**src/rtl/gpi_sync_debounce_if.sv**
```systemverilog
// Bundle between the core and the GPI receiver: pad controls out, pad DI in,
// clean level and edge pulses back to the core.
interface gpi_sync_debounce_if #(
    parameter int CNT_W = 8
);
    logic             EN_I;
    logic [1:0]       STE_CFG_I;
    logic [CNT_W-1:0] DB_LEN_I;
    logic             PAD_DI_I;
    logic             PAD_IE_O;
    logic [1:0]       PAD_STE_O;
    logic             LEVEL_O;
    logic             VALID_O;
    logic             RISE_O;
    logic             FALL_O;

    modport master (
        output EN_I, STE_CFG_I, DB_LEN_I, PAD_DI_I,
        input  PAD_IE_O, PAD_STE_O, LEVEL_O, VALID_O, RISE_O, FALL_O
    );

    modport slave (
        input  EN_I, STE_CFG_I, DB_LEN_I, PAD_DI_I,
        output PAD_IE_O, PAD_STE_O, LEVEL_O, VALID_O, RISE_O, FALL_O
    );
endinterface

```
**src/rtl/gpi_sync_debounce.sv**
```systemverilog
// GPI pad receiver: drives IE/STE, synchronises DI, waits for the pad to settle,
// then debounces to a clean level with one-cycle rise/fall pulses.
module gpi_sync_debounce #(
    parameter int SYNC_STAGES   = 2,
    parameter int SETTLE_CYCLES = 4,
    parameter int CNT_W         = 8
) (
    input logic                CLK_I,
    input logic                RST_I,
    gpi_sync_debounce_if.slave bus
);
    localparam int SCW = $clog2(SETTLE_CYCLES + 1);

    generate
        if (SYNC_STAGES < 2 || SETTLE_CYCLES < SYNC_STAGES + 1) begin : g_bad_param
            $error("gpi_sync_debounce: need SYNC_STAGES>=2 and SETTLE_CYCLES>=SYNC_STAGES+1");
        end
    endgenerate

    typedef enum logic [1:0] {OFF, SETTLE, TRACK} state_e;

    state_e                 state_q, state_d;
    logic [SYNC_STAGES-1:0] sync_chain_q, sync_chain_d;
    logic [SCW-1:0]         settle_cnt_q, settle_cnt_d;
    logic [CNT_W-1:0]       db_cnt_q, db_cnt_d;
    logic [1:0]             ste_q, ste_d;
    logic                   ie_q, ie_d;
    logic                   level_q, level_d;
    logic                   valid_q, valid_d;
    logic                   rise_q, rise_d;
    logic                   fall_q, fall_d;
    logic                   sync_q;
    logic                   go_off;
    logic [CNT_W:0]         db_len_eff;
    logic [CNT_W:0]         db_next;

    assign sync_q = sync_chain_q[SYNC_STAGES-1];

    // One extra bit so db_cnt+1 against the length never overflows.
    assign db_len_eff = (bus.DB_LEN_I == '0) ? (CNT_W+1)'(1) : {1'b0, bus.DB_LEN_I};
    assign db_next    = {1'b0, db_cnt_q} + (CNT_W+1)'(1);

    always_comb begin
        state_d      = state_q;
        sync_chain_d = {sync_chain_q[SYNC_STAGES-2:0], bus.PAD_DI_I};
        settle_cnt_d = settle_cnt_q;
        db_cnt_d     = db_cnt_q;
        ste_d        = bus.STE_CFG_I;
        ie_d         = ie_q;
        level_d      = level_q;
        valid_d      = valid_q;
        rise_d       = 1'b0;
        fall_d       = 1'b0;
        go_off       = 1'b0;
        case (state_q)
            OFF: begin
                if (bus.EN_I) begin
                    state_d      = SETTLE;
                    ie_d         = 1'b1;
                    settle_cnt_d = '0;
                end
            end
            SETTLE: begin
                if (!bus.EN_I) begin
                    go_off = 1'b1;
                end else if (settle_cnt_q == SCW'(SETTLE_CYCLES - 1)) begin
                    // Adopt the current level silently; no edge is reported on entry.
                    state_d  = TRACK;
                    level_d  = sync_q;
                    valid_d  = 1'b1;
                    db_cnt_d = '0;
                end else begin
                    settle_cnt_d = settle_cnt_q + SCW'(1);
                end
            end
            TRACK: begin
                if (!bus.EN_I) begin
                    go_off = 1'b1;
                end else if (sync_q == level_q) begin
                    db_cnt_d = '0;
                end else if (db_next >= db_len_eff) begin
                    level_d  = sync_q;
                    db_cnt_d = '0;
                    rise_d   = sync_q;
                    fall_d   = ~sync_q;
                end else begin
                    db_cnt_d = db_next[CNT_W-1:0];
                end
            end
            default: go_off = 1'b1;
        endcase
        if (go_off) begin
            state_d      = OFF;
            ie_d         = 1'b0;
            valid_d      = 1'b0;
            level_d      = 1'b0;
            settle_cnt_d = '0;
            db_cnt_d     = '0;
        end
    end

    always_ff @(posedge CLK_I) begin
        if (RST_I) begin
            state_q      <= OFF;
            sync_chain_q <= '0;
            settle_cnt_q <= '0;
            db_cnt_q     <= '0;
            ste_q        <= 2'b00;
            ie_q         <= 1'b0;
            level_q      <= 1'b0;
            valid_q      <= 1'b0;
            rise_q       <= 1'b0;
            fall_q       <= 1'b0;
        end else begin
            state_q      <= state_d;
            sync_chain_q <= sync_chain_d;
            settle_cnt_q <= settle_cnt_d;
            db_cnt_q     <= db_cnt_d;
            ste_q        <= ste_d;
            ie_q         <= ie_d;
            level_q      <= level_d;
            valid_q      <= valid_d;
            rise_q       <= rise_d;
            fall_q       <= fall_d;
        end
    end

    assign bus.PAD_IE_O  = ie_q;
    assign bus.PAD_STE_O = ste_q;
    assign bus.LEVEL_O   = level_q;
    assign bus.VALID_O   = valid_q;
    assign bus.RISE_O    = rise_q;
    assign bus.FALL_O    = fall_q;
endmodule

```
**src/flat_wrapper.sv**
```systemverilog
// flat-port wrapper written by rule: the top's interface ports become plain ports
module gpi_sync_debounce_flat 
#(
    parameter int SYNC_STAGES   = 2,
    parameter int SETTLE_CYCLES = 4,
    parameter int CNT_W         = 8
)
  (CLK_I, RST_I, bus_EN_I, bus_STE_CFG_I, bus_DB_LEN_I, bus_PAD_DI_I, bus_PAD_IE_O, bus_PAD_STE_O, bus_LEVEL_O, bus_VALID_O, bus_RISE_O, bus_FALL_O);
  gpi_sync_debounce_if #(.CNT_W(CNT_W)) bus_i ();
  input logic CLK_I;
  input logic RST_I;
  input wire logic [$bits(bus_i.EN_I)-1:0] bus_EN_I;
  input wire logic [$bits(bus_i.STE_CFG_I)-1:0] bus_STE_CFG_I;
  input wire logic [$bits(bus_i.DB_LEN_I)-1:0] bus_DB_LEN_I;
  input wire logic [$bits(bus_i.PAD_DI_I)-1:0] bus_PAD_DI_I;
  output wire logic [$bits(bus_i.PAD_IE_O)-1:0] bus_PAD_IE_O;
  output wire logic [$bits(bus_i.PAD_STE_O)-1:0] bus_PAD_STE_O;
  output wire logic [$bits(bus_i.LEVEL_O)-1:0] bus_LEVEL_O;
  output wire logic [$bits(bus_i.VALID_O)-1:0] bus_VALID_O;
  output wire logic [$bits(bus_i.RISE_O)-1:0] bus_RISE_O;
  output wire logic [$bits(bus_i.FALL_O)-1:0] bus_FALL_O;
  assign bus_i.EN_I = bus_EN_I;
  assign bus_i.STE_CFG_I = bus_STE_CFG_I;
  assign bus_i.DB_LEN_I = bus_DB_LEN_I;
  assign bus_i.PAD_DI_I = bus_PAD_DI_I;
  assign bus_PAD_IE_O = bus_i.PAD_IE_O;
  assign bus_PAD_STE_O = bus_i.PAD_STE_O;
  assign bus_LEVEL_O = bus_i.LEVEL_O;
  assign bus_VALID_O = bus_i.VALID_O;
  assign bus_RISE_O = bus_i.RISE_O;
  assign bus_FALL_O = bus_i.FALL_O;
  gpi_sync_debounce #(.SYNC_STAGES(SYNC_STAGES), .SETTLE_CYCLES(SETTLE_CYCLES), .CNT_W(CNT_W)) u_core (.CLK_I(CLK_I), .RST_I(RST_I), .bus(bus_i));
endmodule
```
**config.mk**
```make
export PLATFORM = sky130hd
export DESIGN_NAME = gpi_sync_debounce_flat
export DESIGN_NICKNAME = d
export VERILOG_FILES = /design/src/rtl/gpi_sync_debounce_if.sv /design/src/rtl/gpi_sync_debounce.sv /design/src/flat_wrapper.sv
export SDC_FILE = /design/constraint.sdc
export NUM_CORES = 1
export LEC_CHECK = 0
export CORE_AREA = 5 5 57 59
export CTS_BUF_LIST = sky130_fd_sc_hd__clkbuf_8 sky130_fd_sc_hd__clkbuf_16
export DETAILED_ROUTE_END_ITERATION = 16
export DIE_AREA = 0 0 62 64
export GPL_ROUTABILITY_DRIVEN = 0
export PLACE_DENSITY = 0.8
export SYNTH_ARGS = -nofsm -noshare
export SYNTH_HDL_FRONTEND = slang
export SYNTH_SLANG_ARGS = --single-unit
export TNS_END_PERCENT = 5
```
**constraint.sdc**
```tcl
create_clock -name CLK_I -period 2.8 [get_ports CLK_I]
set_input_delay 0.56 -clock CLK_I [delete_from_list [all_inputs] [get_ports CLK_I]]
set_output_delay 0.56 -clock CLK_I [all_outputs]
set_load 0.005 [all_outputs]
```
Word level (Yosys, flattened, before mapping)
Cells that the tools add are included.

operators by class
  mux-type cells = 23
  equal/unequal tests = 11
  reductions and logical operators = 13
  shifts and indexed selects = 0
  $mul = 0
  bitwise gates (word level) = 4
  $lt $le $gt $ge = 1
  div/mod/pow operators = 0
  add/sub/neg operators = 2

operator list
  operator                                                count
  two-way mux 8 bit                                       6
  one-hot mux 8 bit (2 select lines)                      1
  AND reduction 4 bit                                     3
  inequality test 2 bit (second input constant)           5
  adder 8 x 1 -> 9 bit (second input constant)            1
  >= comparator 9 bit                                     1
  two-way mux 3 bit                                       3
  logical NOT 8 bit                                       1
  two-way mux 1 bit                                       6
  two-way mux 2 bit                                       3
  one-hot mux 3 bit (2 select lines)                      1
  AND reduction 6 bit                                     1
  OR reduction 5 bit                                      1
  inequality test 2 x 1 -> 1 bit (second input constant)  2
  inverter 1 bit                                          4
  one-hot mux 1 bit (2 select lines)                      2
  one-hot mux 2 bit (2 select lines)                      1
  nonzero test 2 bit                                      2
  OR reduction 2 bit                                      2
  adder 3 x 1 -> 3 bit (second input constant)            1
  equality test 3 x 2 -> 1 bit (second input constant)    1
  AND reduction 3 bit                                     1
  equality test 2 x 1 -> 1 bit (second input constant)    1
  equality test 2 bit (second input constant)             1
  3 further kinds                                         3

storage, ports and cells
  output and inout bits = 7
  bits in latches = 0
  memory bits (read-only) = 0
  bits in registers = 22
  input port bits = 14
  word-level logic and storage cells = 64
  memories = 0
  bits in writable memories = 0

Logic depth before layout (Yosys ltp)
Gate-level depths: netlist of run 1.

  depth in word-level cells = 7
  gate-level depth with buffers = 11
  depth with buffers taken out = 10

Least setup slack after synthesis of run 1
No wires, ideal clock.

  path kind = register -> register
  start point = register u_core.db_cnt_q[0]
  end point = register u_core.fall_q, in the netlist u_core.bus.FALL_O
  buffers on the path = 1
  setup slack = 0.408 ns
  stages on the path, launching flop included = 12
  library setup time = 0.092 ns
  data arrival time = 2.300 ns
  data required time = 2.708 ns
  period minus slack after synthesis = 2.392 ns
  cell sequence = dfxtp_1 ha_1 nand2_1 and2_1 or2_2 ha_1 and3_1 a21oi_1 and3_1 buf_6 and2_4 nor4_1

on the way
  word-level cells in the longest chain between the ends = 4

RTL lines
  element                       line                      source
  from (decl)                   gpi_sync_debounce.sv:25   logic [CNT_W-1:0] db_cnt_q, db_cnt_d;
  from (signal assigned)        gpi_sync_debounce.sv:118  db_cnt_q <= db_cnt_d;
  adder 8 x 1 -> 9 bit          gpi_sync_debounce.sv:41   assign db_next = {1'b0, db_cnt_q} + (CNT_W+1)'(1);
  >= comparator 9 bit           gpi_sync_debounce.sv:81   end else if (db_next >= db_len_eff) begin
  inverter 1 bit (no line)      -
  OR reduction 5 bit (no line)  -
  to (signal assigned)          gpi_sync_debounce.sv:124  fall_q <= fall_d;
  to (decl)                     gpi_sync_debounce.sv:31   logic fall_q, fall_d;

No other way between the ends.
A chain may end at the register's enable or synchronous reset.

Final worst setup path of run 1
  start point = register u_core.db_cnt_q[3]
  end point = register u_core.fall_q, in the netlist u_core.bus.FALL_O

Same word-level chain as after synthesis.

==> results.toml, run 1 <==
[clocking]
path_clk_slew_ns = 0.07
cts.sinks = 22
cts.path.max_buffers = 2
cts-root-buf = "clkbuf_8"
cts_max_level = 1
tritoncts = "yes"
clk_latency_ns = 0.26
cts_setup_buffers = 0
cts_buffers = 3
cts_hold_buf = 0

[outcome]
status = "completed"

[synthesis]
ys_seq_elements = 22
synth.avg_cell_area_sq_um = 8.304
dominantRegCellSynth = "dfxtp_1"
synth-async-reset-ratio_pct = 0
ys_warn_count = 0
synthDistinctLibCells = 36
synth.net_count = 185
synth_edf_count = 0
seq_area_frac_synth_pct = 33.78
synthCells = 157
syn_area_sq_um = 1304

[final_layout]
design_area_sq_um = 1585
nFillCells = 248
layout.nets = 207
final_cell_mix = "dfxtp_1, clkdlybuf4s50_1, nor2_1, nand2_1, ha_1"
final_common_cell = "dfxtp_1"
syn_to_final_growth_pct = 21.59
drive_above_1_share_pct = 8.427
diodes = 0

[drt]
vias_per_cell = 5.675
dr.pass1.iters = 4
drc = 0
route.vias.total = 1186
wl_mm = 2.856
drt_iter0_drc = 15
ant_nets = 0
routedWlPerCell_um = 13.67

[worst_setup_path]
r2r_setup_slack_ns = 0.20
r2r-end = "u_core.bus.FALL_O"
r2r_cells = 10
arrival_ns = 2.77
reg2reg_from = "u_core.db_cnt_q[3]"
critPathCapture = "u_core.bus.FALL_O"
startpoint_type = "flop"
crit_type = "flop to flop"
endpoint_kind = "flop"
cp.required_ns = 2.97
setup.worst_path.start = "u_core.db_cnt_q[3]"
cp_max_fo = 10

[timing]
worst_slew_margin_rel_pct = 71.72
tightestPinTransition_ns = 0.4241
worst_clock_skew_ns = 0.001569
period_share_pct = 92.97
whs_ns = 0.4599
fin_ws_ns = 0.1969
slew_violations = 0
hold_violations = 0
rsz0062_at_grt = "false"
fmax_mhz = 384.2
setup_viol = 0
post-route-min-period_ns = 2.603

[placement]
dp_hpwl_mm = 2.211
dp_slack_ns = -0.01359
dpl-instance-area_sq_um = 1529
io_buffers = 20

[grt]
grt_pass1_vias = 1247
grt_max_degree = 18
grt-ovfl-total = 0
antenna_found_initial = 0
grtUsageTotal_pct = 16.22
grt_pass1_wl_mm = 5.016

[pwr]
power.density_nw_per_um2 = 455.4
ir_drop_v = 0.0002975
leakagePower_nw = 0.6633

[floorplanning]
die_y_um = 64
start_util_pct = 48.97
io_pins = 21
row_count = 19
coreArea_sq_um = 2663
dieArea_sq_um = 3968
die_w_um = 62

[flow_run]
cap_violations = 0

[hold_path]
holdCritPathClass = "flop to flop"
## final cells by class
| class | count | area [sq um] | area share [%] |
|---|---|---|---|
| clock buffers | 4 | 55.05 | 3.473 |
| flip-flops and latches | 22 | 440.4 | 27.78 |
| well taps | 31 | 38.79 | 2.447 |
| inverters | 13 | 48.80 | 3.078 |
| multi-input cells | 116 | 779.5 | 49.17 |
| repair buffers | 23 | 222.7 | 14.05 |
## stage by stage
step	util, %	setup TNS [ns]	std cells	power [mW]
after CTS	59.49	0	209	0.7337
final	59.54	0	209	0.7220
after global placement	57.42	0	205	0.4955
after global routing	59.54	0	209	0.7704
after detailed placement	57.42	-0.02884	205	0.5027
after floorplan	-	0	157	0.4509
## registers in the layout (all words and copies together) (netlist names)
register,flops
u_core.bus.FALL_O,1
u_core.db_cnt_q,8
u_core.bus.PAD_IE_O,1
u_core.state_q,2
u_core.sync_chain_q,2
u_core.bus.VALID_O,1
u_core.bus.RISE_O,1
u_core.settle_cnt_q,3
u_core.bus.LEVEL_O,1
u_core.bus.PAD_STE_O,2
## Yosys cell counts, types with 2 or more instances
master	number	area share [%]
o211ai_1	4	2.3
nand2_1	14	4.0
nand3_1	5	1.9
inv_1	13	3.7
and2_1	2	0.96
nand4_1	3	1.4
ha_1	14	13
a32oi_1	4	2.7
nor2_1	14	4.0
nor4_1	4	1.9
or2_2	4	1.9
xnor2_1	3	2.0
a21oi_1	13	5.0
dfxtp_1	22	34
a21o_1	2	1.2
and3_1	4	1.9
o21ai_0	3	1.2
nand2b_1	2	0.96
a22oi_1	2	1.2
a31oi_1	2	0.96
buf_2	2	0.77
nor2b_1	6	2.9
clkbuf_1	2	0.58
## layer usage
layer,global-route usage [%],up-vias,routed length (um)
met2,28.89,19,1463
met5,0,-,0
li1,-,598,-
met1,17.85,564,1216
met3,3.018,5,121
met4,7.162,0,54
## critical path, stage by stage (launching register included)
cell,delay (ns)
dfxtp_1,0.40
and4_1,0.25
nand2_1,0.08
and2_1,0.17
or2_2,0.30
ha_1,0.30
and3_1,0.22
a21oi_1,0.08
and3_2,0.25
and2_4,0.19
nor4_1,0.27
## worst min-delay path by stage
stage,slack [ns],depth (start not counted),to,startpoint
floorplan,0.41,1,u_core.sync_chain_q[1],u_core.sync_chain_q[0]
global route,0.47,1,u_core.sync_chain_q[1],u_core.sync_chain_q[0]
detailed placement,0.45,1,u_core.sync_chain_q[1],u_core.sync_chain_q[0]
global placement,0.43,1,u_core.sync_chain_q[1],u_core.sync_chain_q[0]
finish,0.46,1,u_core.sync_chain_q[1],u_core.sync_chain_q[0]
CTS,0.46,1,u_core.sync_chain_q[1],u_core.sync_chain_q[0]
## report_power, final
group | internal [mW] | switching (mW) | total [mW] | leakage, nW
registers | 0.328 | 0.00976 | 0.338 | 0.179
logic | 0.0676 | 0.0895 | 0.157 | 0.456
clock network | 0.126 | 0.101 | 0.227 | 0.0288
total | 0.522 | 0.200 | 0.722 | 0.663
## repair_timing
item                       CTS  global route
resized for setup            0             1
hold endpoints to repair     0             0
setup endpoints to repair    0             6
## cells by family (layout without fill, tap and decap cells)
family / count (synthesis) / count (layout) / share of synthesized area (%)
xor+xnor: 3 / 3 / 2.016
flops: 22 / 22 / 33.78
simple gates: 63 / 63 / 24.95
compound gates: 34 / 34 / 17.66
fa+ha+maj: 14 / 14 / 13.44
mux: 2 / 2 / 1.631
buf+inv: 19 / 40 / 6.527
Note: power is estimated with default switching activity, not from simulation.
==> run 2: changes to the inputs <==
--- a/config.mk
+++ b/config.mk
@@ -5,12 +5,12 @@
 export SDC_FILE = /design/constraint.sdc
 export NUM_CORES = 1
 export LEC_CHECK = 0
-export CORE_AREA = 5 5 57 59
+export CORE_AREA = 5 5 58 60
 export CTS_BUF_LIST = sky130_fd_sc_hd__clkbuf_8 sky130_fd_sc_hd__clkbuf_16
 export DETAILED_ROUTE_END_ITERATION = 16
-export DIE_AREA = 0 0 62 64
+export DIE_AREA = 0 0 63 65
 export GPL_ROUTABILITY_DRIVEN = 0
-export PLACE_DENSITY = 0.8
+export PLACE_DENSITY = 0.78
 export SYNTH_ARGS = -nofsm -noshare
 export SYNTH_HDL_FRONTEND = slang
 export SYNTH_SLANG_ARGS = --single-unit
==> constraint.sdc (replaced) <==
create_clock -name CLK_I -period 2.6 [get_ports CLK_I]
set_input_delay 0.52 -clock CLK_I [delete_from_list [all_inputs] [get_ports CLK_I]]
set_output_delay 0.52 -clock CLK_I [all_outputs]
set_load 0.005 [all_outputs]
==> results.toml, run 2 (synthesized netlist as in run 1, its figures left out) <==
[clocking]
cts_hold_buf = 0
tritoncts = "yes"
cts.repair.resized = 0
cts_buffers = 3
cts.path.max_buffers = 2
cts_setup_buffers = 0
clk_latency_ns = 0.25
path_clk_slew_ns = 0.07
cts-root-buf = "clkbuf_8"
cts.sinks = 22
cts_max_level = 1

[grt]
grt_pass1_vias = 1241
grt_pass1_wl_mm = 5.133
antenna_found_initial = 0
grt_max_degree = 12
grtUsageTotal_pct = 15.01
grt-ovfl-total = 0

[timing]
tns_ns = 0
fmax_mhz = 413.9
worst_clock_skew_ns = 0.007059
setup_viol = 0
rsz0062_at_grt = "false"
fin_ws_ns = 0.1842
whs_ns = 0.4460
tightestPinTransition_ns = 0.3701
hold_violations = 0
period_share_pct = 92.91
slew_violations = 0
post-route-min-period_ns = 2.416
worst_slew_margin_rel_pct = 75.27

[final_layout]
design_area_sq_um = 1653
drive_above_1_share_pct = 14.21
layout.nets = 213
syn_to_final_growth_pct = 26.78
stdcell_count = 216
reg.largest.list = "u_core.db_cnt_q x8, u_core.settle_cnt_q x3"
diodes = 0
top_register = "u_core.db_cnt_q"
final_cell_mix = "clkdlybuf4s50_1, dfxtp_1, nor2_1, nand2_1, ha_1"
post-route-util_pct = 57.43
largest_reg_flops = 8

[drt]
ant_nets = 0
vias_per_cell = 5.542
route.vias.total = 1197
routedWlPerCell_um = 13.12
dr.pass1.iters = 5
drt_iter0_drc = 32
drc = 0
wl_mm = 2.834

[worst_setup_path]
startpoint_type = "flop"
cp.required_ns = 2.77
endpoint_kind = "flop"
r2r_setup_slack_ns = 0.18
arrival_ns = 2.58
cp_max_fo = 5
crit_type = "flop to flop"

[hold_path]
holdCritPathClass = "flop to flop"

[pwr]
report.power.total_mw = 0.7438
leakagePower_nw = 0.6925
ir_drop_v = 0.0003715
power.density_nw_per_um2 = 450.0

[outcome]
status = "completed"

[placement]
dpl-instance-area_sq_um = 1577
dp_hpwl_mm = 2.254
dp_slack_ns = -0.1364
io_buffers = 20
dp_cells = 213

[floorplanning]
io_pins = 21
coreArea_sq_um = 2878
start_util_pct = 45.30
die_w_um = 63
dieArea_sq_um = 4095
die_y_um = 65
row_count = 20

[flow_run]
cap_violations = 0
## run 2: cell types whose count changed in the layout (fill, tap and decap cells not counted), sizes merged
cell,change
buf,+6
clkbuf,-1
## run 2: layout make-up
class,instances,area [sq um]
flip-flops and latches,22,442.9
inverters,13,48.80
clock buffers,3,41.29
multi-input cells,116,810.8
fillers,252,1225
repair buffers,29,267.8
well taps,33,41.29
## run 2: routing by layer
metal	track usage (%)	share of wire, %	vias to the layer above	routed length (um)
met4	3.714	0.42	0	12
met3	3.293	4.4	2	126
met2	29.23	54	27	1520
li1	-	-	606	-
met1	16.08	41	562	1175
met5	0	0	-	0
## run 2: final timing paths
check / from / end / cells after the start
worst max-delay path: u_core.db_cnt_q[1] / u_core.bus.RISE_O / 10
worst min-delay path: u_core.sync_chain_q[0] / u_core.sync_chain_q[1] / 1
worst max register to register: u_core.db_cnt_q[1] / u_core.bus.RISE_O / 10
worst min register to register: u_core.sync_chain_q[0] / u_core.sync_chain_q[1] / 1
## run 2: where the power goes
group	switching, mW	internal, mW	total (mW)
Clock	0.0964	0.103	0.199
Combinational	0.100	0.0807	0.181
Sequential	0.0100	0.354	0.364
Total	0.206	0.537	0.744
## run 2: worst max-delay path, stage by stage (launching register included)
cell	delay, ns
dfxtp_2	0.35
ha_1	0.22
buf_4	0.16
and2b_1	0.16
or2_2	0.28
ha_1	0.31
nand2_1	0.07
o21ai_2	0.18
nand4_1	0.17
and2_4	0.18
nor4_2	0.25
